[src/rtl/toggle_hs_pkg.sv]
// Shared definitions for the toggle-encoded event link: FSM encoding and
// the default synchroniser depth.
`timescale 1ns/1ps
package toggle_hs_pkg;

   typedef enum logic {
      ST_IDLE  = 1'b0,
      ST_VALID = 1'b1
   } state_t;

   localparam int SYNC_STAGES_DEF = 2;

endpackage

[src/rtl/sync_chain.sv]
// N-flop level synchroniser for a signal asynchronous to clk; all flops
// clear to 0 on reset so both link ends start from level 0.
`timescale 1ns/1ps
module sync_chain
   import toggle_hs_pkg::*;
#(
   parameter int STAGES = SYNC_STAGES_DEF
) (
   input  logic clk,
   input  logic reset,
   input  logic d,
   output logic q
);

   logic [STAGES-1:0] ff;

   // NOTE: sequential state uses non-blocking assignments so every flop samples pre-edge values.
   always_ff @(posedge clk or posedge reset) begin
      if (reset) ff <= '0;
      else       ff <= {ff[STAGES-2:0], d};
   end

   assign q = ff[STAGES-1];

endmodule

[src/rtl/toggle_event_decoder.sv]
// Receive end of the toggle event link: synchronise t_in, turn each level
// change into one valid/ready event, return a toggle acknowledge.
`timescale 1ns/1ps
module toggle_event_decoder
   import toggle_hs_pkg::*;
#(
   parameter int SYNC_STAGES = SYNC_STAGES_DEF,
   parameter int CNT_W       = 8
) (
   input  logic             clk,
   input  logic             reset,
   input  logic             t_in,
   output logic             evt_valid,
   input  logic             evt_ready,
   output logic             ack_t,
   output logic [CNT_W-1:0] evt_count,
   output logic             overflow,
   input  logic             ovf_clr
);

   state_t state, state_nxt;
   logic   t_sync, t_d;
   logic   evt_edge, hs, ovf_set;

   sync_chain #(.STAGES(SYNC_STAGES)) u_sync (
      .clk   (clk),
      .reset (reset),
      .d     (t_in),
      .q     (t_sync)
   );

   assign evt_edge  = t_sync ^ t_d;
   assign evt_valid = (state == ST_VALID);
   assign hs        = evt_valid & evt_ready;
   // A new edge during a handshake replaces the accepted event, so it is not an overflow.
   assign ovf_set   = evt_valid & evt_edge & ~hs;

   // NOTE: next state gets a default before the case so no latch is inferred.
   always_comb begin
      state_nxt = state;
      case (state)
         ST_IDLE:  if (evt_edge)             state_nxt = ST_VALID;
         ST_VALID: if (hs && !evt_edge)      state_nxt = ST_IDLE;
         default:                            state_nxt = ST_IDLE;
      endcase
   end

   always_ff @(posedge clk or posedge reset) begin
      if (reset) begin
         state     <= ST_IDLE;
         t_d       <= 1'b0;
         ack_t     <= 1'b0;
         evt_count <= '0;
         overflow  <= 1'b0;
      end else begin
         state <= state_nxt;
         t_d   <= t_sync;
         if (hs) begin
            ack_t     <= ~ack_t;
            evt_count <= evt_count + CNT_W'(1);
         end
         if (ovf_set)      overflow <= 1'b1;
         else if (ovf_clr) overflow <= 1'b0;
      end
   end

endmodule
[config.mk]
export PLATFORM = sky130hd
export DESIGN_NAME = toggle_event_decoder
export DESIGN_NICKNAME = d
export VERILOG_FILES = /design/src/rtl/toggle_hs_pkg.sv /design/src/rtl/sync_chain.sv /design/src/rtl/toggle_event_decoder.sv
export SDC_FILE = /design/constraint.sdc
export NUM_CORES = 1
export LEC_CHECK = 0
export BUFFER_PORTS_ARGS = -buffer_cell sky130_fd_sc_hd__buf_2
export CAP_MARGIN = 0
export CORE_MARGIN = 2
export CORE_UTILIZATION = 30
export DETAILED_ROUTE_END_ITERATION = 6
export HOLD_SLACK_MARGIN = 0.1
export PLACE_DENSITY = 0.5
export SLEW_MARGIN = 25
export SYNTH_ARGS = -nofsm -noshare
export SYNTH_HDL_FRONTEND = slang
export SYNTH_SLANG_ARGS = --single-unit
[constraint.sdc]
create_clock -name clk -period 1.2 [get_ports clk]
set_input_delay 0.06 -clock clk [delete_from_list [all_inputs] [get_ports clk]]
set_output_delay 0.06 -clock clk [all_outputs]
set_load 0.02 [all_outputs]
==> results.cfg <==
[sta]
grt_setup_unrepaired = false
min_period_over_period_pct = 91.03
final_period_minus_worst_setup_slack_ps = 1092
timing.fmax_mhz = 915.4
tightest_slew_ps = 522.5
headroom_to_the_max_slew_limit_pct = 65.13
timing.clock.skew_ps = 5.351
fin_setup_tns_ps = 0
fin_hold_ws_ps = 112.5
finalMaxSlewViolations = 0
finalSetupViolations = 0
finalHoldViolations = 0

[global_routing]
grt_pass1_vias = 324
grt.total_usage_pct = 8.961
grt_first_pass_wirelength_mm = 1.352
antenna_found_initial = 0
globalRoute.totalOverflow = 0
grt_max_degree = 15

[detailed_routing]
dr_total_vias = 371
drt-wirelength-per-cell_um = 9.633
drt_first_iter_violations = 0
firstDrtPassIters = 1
drt_wl_total_um = 867
antenna_left = 0
via_per_inst = 4.122
remaining_drc_errors = 0

[worst_setup_path]
crit_arrival_ps = 1290
worstSetupEndpointType = register
critical_path.startpoint_type = register
timing.critical_path.fanout_max = 4
cp_data_required_time_ps = 1400
path_class = reg2reg
rrSetupSlack_ps = 110

[placement]
place_congestion = 0.6837
number_of_buffers_added_on_ports = 15
post-place-cells = 82
dpl.hpwl_um = 632.4

[floorplan]
floorplan.rows = 15
io_pins = 16
floorplan.die.height_um = 46.84
placeableCoreArea_mm2 = 0.001727
die-width_um = 46.84
fp.dieArea_mm2 = 0.002194
floorplan.initialDensity_pct = 31.88

[power]
powerDensity_mw_per_mm2 = 2114
static-leakage-power_nw = 0.3670
vdd_drop_max_uv = 962.5

[clocking]
cts-resized-gates = 0
maximum_buffer_depth_of_the_clock_tree = 2
ctsHtreeMaxLevel = 1
clkTransAtPathRegs_ps = 80
clk_latency_ps = 270
cts_sinks = 14
cts_made_buffers = 3
clk_root_buffer_cell = sky130_fd_sc_hd__clkbuf_4
cts_tree = done

[logic_synthesis]
synthCells = 41
syn_area_per_cell_um2 = 13.43
synth.ff_latch_count = 14
ys_seq_area_share_pct = 63.64
number_of_different_library_cells_in_the_post_synthesis_netlist = 15
ys_warn_count = 0
synthesis.nets = 47
synth_area_um2 = 550.5

[cells_and_area]
synth_to_final_area_change_pct = 32.95
layout_common_cells = sky130_fd_sc_hd__buf_2 (15), sky130_fd_sc_hd__dfrtp_1 (14), sky130_fd_sc_hd__xnor2_1 (7), sky130_fd_sc_hd__nand2_1 (6)
seq_area_um2 = 350.3
nNetsFinal = 73
num-fill-cells = 175
multi_input_area_um2 = 192.7
layout.cells.most_common = sky130_fd_sc_hd__buf_2
diodes = 0
drive_above_1_share_pct = 40.00
post_layout_instance_count_excluding_filler_cells = 90

[run]
max_cap_viol_count = 0

[outcome]
outcome = complete, no violations

[worst_hold_path]
min-delay-path-class = in2reg
## cell usage after synthesis
master	n	area (µm²)
sky130_fd_sc_hd__dfrtp_1	14	350.3
sky130_fd_sc_hd__xnor2_1	7	61.31
sky130_fd_sc_hd__nand2_1	6	22.52
sky130_fd_sc_hd__inv_1	2	7.510
sky130_fd_sc_hd__xor2_1	2	17.52
sky130_fd_sc_hd__and3_1	1	6.260
sky130_fd_sc_hd__and4_4	1	11.26
sky130_fd_sc_hd__ha_1	1	12.51
sky130_fd_sc_hd__mux2_2	1	11.26
sky130_fd_sc_hd__nand3_2	1	10.01
sky130_fd_sc_hd__nand4_2	1	12.51
sky130_fd_sc_hd__nor2_1	1	3.750
sky130_fd_sc_hd__nor3_2	1	10.01
sky130_fd_sc_hd__o22ai_1	1	6.260
sky130_fd_sc_hd__or2b_1	1	7.510
## worst paths after layout
check                             startpoint            to  depth (start not counted)
worst max-delay path            evt_count[1]  evt_count[6]                          4
worst min-delay path               evt_ready     evt_valid                          3
worst max register to register  evt_count[1]  evt_count[6]                          4
worst min register to register  u_sync.ff[0]  u_sync.ff[1]                          0
max in group asynchronous              reset         ack_t                          3
min in group asynchronous              reset  evt_count[7]                          3
## flip-flops by register name, indices dropped and copies added, names as in the netlist
| register | cells |
|---|---|
| evt_count | 8 |
| t_d | 1 |
| u_sync.ff | 2 |
| overflow | 1 |
| evt_valid | 1 |
| ack_t | 1 |
## power by group
| part | internal [W] | total, W | switching (W) |
|---|---|---|---|
| clock | 0.000116 | 0.000250 | 0.000134 |
| combinational | 0.000263 | 0.000578 | 0.000315 |
| sequential | 0.000598 | 0.000719 | 0.000121 |
## cell type report
cell class | instances | area share [%]
Tap cell | 25 | 4.274
Multi-Input combinational cell | 25 | 26.32
Sequential cell | 14 | 47.86
Inverter | 2 | 1.026
Clock buffer | 3 | 3.077
Timing Repair Buffer | 21 | 17.44
## metal layers
| metal | GRT usage [%] | share of wire, % | up-vias |
|---|---|---|---|
| met1 | 11.54 | 50 | 174 |
| met2 | 12.88 | 42 | 14 |
| li1 | - | - | 183 |
| met4 | 1.667 | 0 | 0 |
| met3 | 5.769 | 7.3 | 0 |
| met5 | 0 | 0 | - |
## through the flow
stage	worst slack [ps]	utilization [%]	power, W	area (µm²)
2_1_floorplan	16.31	-	0.001074	550.5
3_3_place_gp	107.1	38.48	0.001253	664.4
3_5_place_dp	98.85	38.48	0.001251	664.4
4_1_cts	76.63	41.52	0.001515	716.9
5_1_grt	21.81	42.39	0.001638	732.0
6_report	107.6	42.39	0.001547	732.0
## repair_timing
action	CTS	global route
buffers inserted	0	2
setup endpoints to repair	0	1
hold buffers	3	0
endpoints found under the hold margin	16	0
## critical path, stage by stage, from the launching register on
cell and delay [ps]:
sky130_fd_sc_hd__dfrtp_1 390, sky130_fd_sc_hd__ha_1 170, sky130_fd_sc_hd__nand3_2 100, sky130_fd_sc_hd__nor3_2 210, sky130_fd_sc_hd__xor2_1 150
## logic make-up (layout without fill, tap and decap cells)
kind of cell	Yosys count	count (layout)	share of synthesized area [%]
AO/OA/AOI/OAI	1	1	1.137
XOR/XNOR	9	9	14.32
adder cells (fa/ha/maj)	1	1	2.272
buffers and inverters	2	26	1.364
flip-flops	14	14	63.64
multiplexers	1	1	2.045
AND/OR/NAND/NOR	13	13	15.23
Note: power is estimated with default switching activity, not from simulation.
